--- src/rtl/ped_matrix_driver_if.sv ---
// rtl/ped_matrix_driver_if.sv - phase inputs and LED matrix outputs of the pedestrian matrix driver
interface ped_matrix_driver_if;
  logic       walk_en;
  logic [5:0] remaining;
  logic [7:0] vert;
  logic [7:0] hori;
  logic [1:0] state;
  logic [1:0] frame;

  modport master (
    output walk_en, remaining,
    input  vert, hori, state, frame
  );

  modport slave (
    input  walk_en, remaining,
    output vert, hori, state, frame
  );
endinterface

--- src/rtl/ped_matrix_driver.sv ---
// rtl/ped_matrix_driver.sv - row-scanned 8x8 walking-man animation driven by the pedestrian phase
module ped_matrix_driver #(
  parameter int ROW_DIV      = 2000,
  parameter int FRAME_SWEEPS = 16,
  parameter int BLINK_SWEEPS = 32,
  parameter int HURRY_SEC    = 5
) (
  input  logic                clk,
  input  logic                reset,
  ped_matrix_driver_if.slave  bus
);

  localparam int DW           = $clog2(ROW_DIV);
  localparam int FW           = $clog2(FRAME_SWEEPS + 1);
  localparam int BW           = $clog2(BLINK_SWEEPS + 1);
  localparam int HURRY_FRAMES = (FRAME_SWEEPS / 2 >= 1) ? FRAME_SWEEPS / 2 : 1;

  // Row 0 sits in the most significant byte of each frame word.
  localparam logic [63:0] GLYPH_F0 = 64'h18183C5A18244200;
  localparam logic [63:0] GLYPH_F1 = 64'h18183C3A58284800;
  localparam logic [63:0] GLYPH_F2 = 64'h18183C1C18181800;
  localparam logic [63:0] GLYPH_F3 = 64'h18183C5C1A141200;
  localparam logic [3:0][63:0] GLYPHS = {GLYPH_F3, GLYPH_F2, GLYPH_F1, GLYPH_F0};

  typedef enum logic [1:0] {
    IDLE  = 2'b00,
    WALK  = 2'b01,
    HURRY = 2'b10
  } state_t;

  state_t          st, st_nx;
  logic [DW-1:0]   div;
  logic [2:0]      row;
  logic [1:0]      frame, frame_nx;
  logic [FW-1:0]   fcnt, fcnt_nx, fcnt_lim;
  logic [BW-1:0]   bcnt, bcnt_nx;
  logic            vis, vis_nx;
  logic [7:0]      vert_r, hori_r;
  logic            row_end, sweep, hurry_zone;

  function automatic logic [7:0] glyph(input logic [1:0] f, input logic [2:0] r);
    return GLYPHS[f][63 - 8 * r -: 8];
  endfunction

  assign row_end    = (div == DW'(ROW_DIV - 1));
  assign sweep      = row_end && (row == 3'd7);
  assign hurry_zone = (bus.remaining <= 6'(HURRY_SEC));
  assign fcnt_lim   = (st == HURRY) ? FW'(HURRY_FRAMES - 1) : FW'(FRAME_SWEEPS - 1);

  always_comb begin
    st_nx = st;
    if (!bus.walk_en) begin
      st_nx = IDLE;
    end else begin
      case (st)
        IDLE:    st_nx = hurry_zone ? HURRY : WALK;
        WALK:    if (hurry_zone)  st_nx = HURRY;
        HURRY:   if (!hurry_zone) st_nx = WALK;
        default: st_nx = IDLE;
      endcase
    end
  end

  // Animation and blink counters only run while the state is held steady.
  always_comb begin
    frame_nx = frame;
    fcnt_nx  = fcnt;
    bcnt_nx  = bcnt;
    vis_nx   = vis;
    if (st_nx == IDLE) begin
      frame_nx = 2'd0;
      fcnt_nx  = '0;
      bcnt_nx  = '0;
      vis_nx   = 1'b1;
    end else if (st_nx != st) begin
      fcnt_nx = '0;
      if (st_nx == HURRY) begin
        bcnt_nx = '0;
        vis_nx  = 1'b1;
      end
    end else if (sweep) begin
      if (fcnt == fcnt_lim) begin
        fcnt_nx  = '0;
        frame_nx = frame + 2'd1;
      end else begin
        fcnt_nx = fcnt + FW'(1);
      end
      if (st == HURRY) begin
        if (bcnt == BW'(BLINK_SWEEPS - 1)) begin
          bcnt_nx = '0;
          vis_nx  = ~vis;
        end else begin
          bcnt_nx = bcnt + BW'(1);
        end
      end
    end
  end

  always_ff @(posedge clk) begin
    if (reset) begin
      div    <= '0;
      row    <= 3'd0;
      vert_r <= 8'h01;
      hori_r <= 8'hFF;
      st     <= IDLE;
      frame  <= 2'd0;
      fcnt   <= '0;
      bcnt   <= '0;
      vis    <= 1'b1;
    end else begin
      if (row_end) begin
        div <= '0;
        row <= row + 3'd1;
      end else begin
        div <= div + DW'(1);
      end
      st     <= st_nx;
      frame  <= frame_nx;
      fcnt   <= fcnt_nx;
      bcnt   <= bcnt_nx;
      vis    <= vis_nx;
      vert_r <= 8'b1 << row;
      // Column data follows the new state so a dropped walk_en blanks at once.
      if (st_nx == IDLE || (st_nx == HURRY && !vis_nx)) begin
        hori_r <= 8'hFF;
      end else begin
        hori_r <= ~glyph(frame_nx, row);
      end
    end
  end

  assign bus.vert  = vert_r;
  assign bus.hori  = hori_r;
  assign bus.state = st;
  assign bus.frame = frame;

endmodule
--- src/flat_wrapper.sv ---
// flat-port wrapper written by rule: the top's interface ports become plain ports
module ped_matrix_driver_flat 
#(
  parameter int ROW_DIV      = 2000,
  parameter int FRAME_SWEEPS = 16,
  parameter int BLINK_SWEEPS = 32,
  parameter int HURRY_SEC    = 5
)
  (clk, reset, bus_walk_en, bus_remaining, bus_vert, bus_hori, bus_state, bus_frame);
  ped_matrix_driver_if bus_i ();
  input  logic clk;
  input  logic reset;
  input wire logic [$bits(bus_i.walk_en)-1:0] bus_walk_en;
  input wire logic [$bits(bus_i.remaining)-1:0] bus_remaining;
  output wire logic [$bits(bus_i.vert)-1:0] bus_vert;
  output wire logic [$bits(bus_i.hori)-1:0] bus_hori;
  output wire logic [$bits(bus_i.state)-1:0] bus_state;
  output wire logic [$bits(bus_i.frame)-1:0] bus_frame;
  assign bus_i.walk_en = bus_walk_en;
  assign bus_i.remaining = bus_remaining;
  assign bus_vert = bus_i.vert;
  assign bus_hori = bus_i.hori;
  assign bus_state = bus_i.state;
  assign bus_frame = bus_i.frame;
  ped_matrix_driver #(.ROW_DIV(ROW_DIV), .FRAME_SWEEPS(FRAME_SWEEPS), .BLINK_SWEEPS(BLINK_SWEEPS), .HURRY_SEC(HURRY_SEC)) u_core (.clk(clk), .reset(reset), .bus(bus_i));
endmodule
--- config.mk ---
export PLATFORM = sky130hd
export DESIGN_NAME = ped_matrix_driver_flat
export DESIGN_NICKNAME = d
export VERILOG_FILES = /design/src/rtl/ped_matrix_driver_if.sv /design/src/rtl/ped_matrix_driver.sv /design/src/flat_wrapper.sv
export SDC_FILE = /design/constraint.sdc
export NUM_CORES = 1
export LEC_CHECK = 0
export ABC_AREA = 0
export CAP_MARGIN = 30
export CORE_ASPECT_RATIO = 0.9
export CORE_MARGIN = 2
export CORE_UTILIZATION = 40
export DETAILED_ROUTE_END_ITERATION = 12
export PLACE_DENSITY_LB_ADDON = 0.25
export SETUP_SLACK_MARGIN = 0.5
export SLEW_MARGIN = 20
export SYNTH_ARGS = -nofsm -noshare
export SYNTH_HDL_FRONTEND = slang
export SYNTH_SLANG_ARGS = --single-unit
export TNS_END_PERCENT = 20
--- constraint.sdc ---
create_clock -name clk -period 3.8 [get_ports clk]
set_input_delay 0.76 -clock clk [delete_from_list [all_inputs] [get_ports clk]]
set_output_delay 0.76 -clock clk [all_outputs]
set_load 0.005 [all_outputs]
==> results_dict.tcl <==
set metrics [dict create \
    status "complete, no violations" \
    ys_warn_count 0 \
    arrival_ns 3.35 \
    hold_slack_ns 0.443 \
    num_antenna_cells 0 \
    die_w_um 80.8 \
    yosysTopAreaCellShare_pct 41.5 \
    internal_power_mw 0.685 \
    drt-met1-wl_mm 2.33 \
    postLayoutSetupSlackWorst_ns 0.673 \
    synthDistinctLibCells 50 \
    drtPass1Iterations 4 \
    switching_share_pct 22.3 \
    ant_nets 0 \
    io_buffers 25 \
    synthTopCellsByCount "dfxtp_1 (44), nor2_1 (32), nand2_1 (18)" \
    grt_overflow 0 \
    fill_cells 520 \
    nets 290 \
    leakage_nw 1.01 \
    htree_levels 2 \
    wl_met3_um 172 \
    regArea_um2 885 \
    post-dp-hpwl_mm 3.21 \
    finalCriticalPeriod_ns 3.13 \
    power.density_nw_per_um2 327 \
    clock-root-buffer "clkbuf_8" \
    synthesis.area_um2 2120 \
    track_usage_pct 16.4 \
    crit_type "flop to flop" \
    start_util_pct 40.9 \
    grt_max_degree 16 \
    finalSetupTns_ns 0 \
    pwr-share-clk_pct 41.4 \
    grt_pass1_wl_mm 7.49 \
    crit_path_max_fanout 3 \
    yosysTopAreaCell "dfxtp_1" \
    worst_pin_slew_ns 0.861 \
    maxUsedRoutingLayer "met4" \
    wl_mm 4.45 \
    fin_skew_ns 0.00748 \
    clk_pin_slew_worst_paths_ns 0.09 \
    ys_ff_latch 44 \
    holdBufCountCts 0 \
    min_period_over_period_pct 82.3 \
    grt_pass1_vias 1600 \
    p_comb_share_pct 5.3 \
    fmax_ghz 0.320 \
    synth_area_per_cell_um2 9.04 \
    endpoint_kind "flop" \
    yosysMostFrequentCell "dfxtp_1" \
    async_flop_share_pct 0 \
    syn_to_final_growth_pct 26.7 \
    clkSinkCount 44 \
    postSynthCellCount 235 \
    synth-edff-count 0 \
    yosys_most_used_dff "dfxtp_1" \
    tritoncts "built" \
    finalWeightedCongestion 0.824 \
    grt_antenna_before_repair 0 \
    rows 25 \
    start_kind "flop" \
    hold_viol 0 \
    hold_path.class "flop to flop" \
    ff2ff_setup_slack_ns 0.67 \
    power_mw 0.881 \
    required_ns 4.03 \
    coreArea_um2 5190 \
    seq_power_share_pct 53.3 \
    dr_total_vias 1748 \
    via_per_inst 5.16 \
    max_cap_viol_count 0 \
    wl_met2_mm 1.91 \
    ir_drop_v 0.000180 \
    io_pins 29 \
    finalMaxSlewViolations 0 \
    final_layout_size_suffix_gt1_share_pct 14.7 \
    drtIter0Drc 134 \
    synth_area_leaders "dfxtp_1 (41%), ha_1 (5.9%), nor2_1 (5.7%)" \
    die-height_um 73.1 \
    drcViolationCount 0 \
    dieArea_um2 5910 \
    cts_buffer_depth 2 \
    multi_input_area_um2 1250 \
    rsz0062_at_grt "no" \
    switchingPower_mw 0.197 \
    wl_per_cell_um 13.1 \
    timing.slew.headroom_pct 42.1 \
    setup_violations 0 \
    clk_latency_ns 0.30 \
    post-place-ws_ns 0.00603 \
    synth-seq-area-share_pct 41.5 \
    cts_buffers 5 \
]
layout make-up:
class                           count  share of cell area (%)
Multi-Input combinational cell    179                    46.4
Sequential cell                    44                    32.9
Timing Repair Buffer               36                    12.6
Tap cell                           67                    3.11
Clock buffer                        5                    2.56
Clock inverter                      3                    1.72
Inverter                            5                   0.697
registers in the layout (all words and copies together), names as in the netlist:
name	count
u_core.bus.vert	8
u_core.div	11
u_core.bcnt	6
u_core.bus.state	2
u_core.bus.frame	2
u_core.row	3
u_core.bus.hori	6
u_core.fcnt	5
u_core.vis	1
repair_timing:
| item | in CTS | in global routing |
|---|---|---|
| setup buffers | 2 | 1 |
| resized for setup | 5 | 14 |
| pin swaps | 2 | 7 |
| setup endpoints to repair | 4 | 5 |
| hold endpoints to repair | 0 | 0 |
metrics by stage:
| stage | instances | util (%) | instance area, um2 |
|---|---|---|---|
| floorplan | 236 | - | 2140 |
| global placement | 328 | 48.1 | 2500 |
| detailed placement | 328 | 48.1 | 2500 |
| CTS | 338 | 51.0 | 2650 |
| global route | 339 | 51.9 | 2690 |
| finish | 339 | 51.9 | 2690 |
layer usage:
metal  vias to the layer above  GRT usage, %
met4                         0          4.52
met2                        33          23.6
met3                         5          4.21
met5                         -             0
met1                       815          24.2
li1                        895             -
cells by family (layout without fill, tap and decap cells):
family / Yosys count / after routing / synth area share, %
flip-flops: 44 / 44 / 41.5
adder cells (fa/ha/maj): 10 / 10 / 5.89
AND/OR/NAND/NOR: 110 / 110 / 28.0
multiplexers: 5 / 5 / 2.53
XOR/XNOR: 18 / 18 / 7.42
other: 1 / 2 / 0.177
buffers and inverters: 13 / 49 / 2.65
AO/OA/AOI/OAI: 34 / 34 / 11.9
worst max-delay path, cell delays in order, from the launching register on:
cell       delay [ns]
dfxtp_2          0.34
ha_2             0.18
ha_1             0.15
nand4bb_1        0.15
or3_4            0.40
or4_4            0.44
or3_4            0.41
a21oi_4          0.14
ha_1             0.25
mux2_2           0.26
nand4_1          0.10
nor3_2           0.06
a41oi_2          0.15
power by group through the flow:
| stage | Clock [mW] | Sequential [mW] | Combinational (mW) |
|---|---|---|---|
| 2_1_floorplan | 0 | 0.480 | 0.0256 |
| 3_3_place_gp | 0 | 0.480 | 0.0448 |
| 3_5_place_dp | 0 | 0.480 | 0.0453 |
| 4_1_cts | 0.374 | 0.470 | 0.0474 |
| 5_1_grt | 0.395 | 0.471 | 0.0521 |
| 6_report | 0.365 | 0.470 | 0.0471 |
final timing paths:
path | start | cells after the start | end
max | u_core.row[0]$_SDFFE_PP0P_ | 12 | u_core.bus.hori[1]$_SDFF_PP1_
min | u_core.div[0]$_SDFF_PP0_ | 1 | u_core.div[0]$_SDFF_PP0_
max reg2reg | u_core.row[0]$_SDFFE_PP0P_ | 12 | u_core.bus.hori[1]$_SDFF_PP1_
min reg2reg | u_core.div[0]$_SDFF_PP0_ | 1 | u_core.div[0]$_SDFF_PP0_
cells in the final DEF (no fill, tap or decap), types with 4 or more instances in the layout:
master	synthesis	layout
a21oi_1	6	5
and2_1	10	10
and3_1	7	7
buf_4	2	11
clkbuf_8	0	5
clkdlybuf4s50_1	0	19
dfxtp_1	44	41
dlymetal6s2s_1	0	5
ha_1	10	9
inv_1	4	4
nand2_1	18	18
nand2b_1	4	4
nand3_1	6	6
nand4_1	6	6
nor2_1	32	32
nor3_1	5	4
o21ai_0	7	7
xnor2_1	10	10
xor2_1	8	8
No activity file was read; power rests on OpenSTA's default activity.
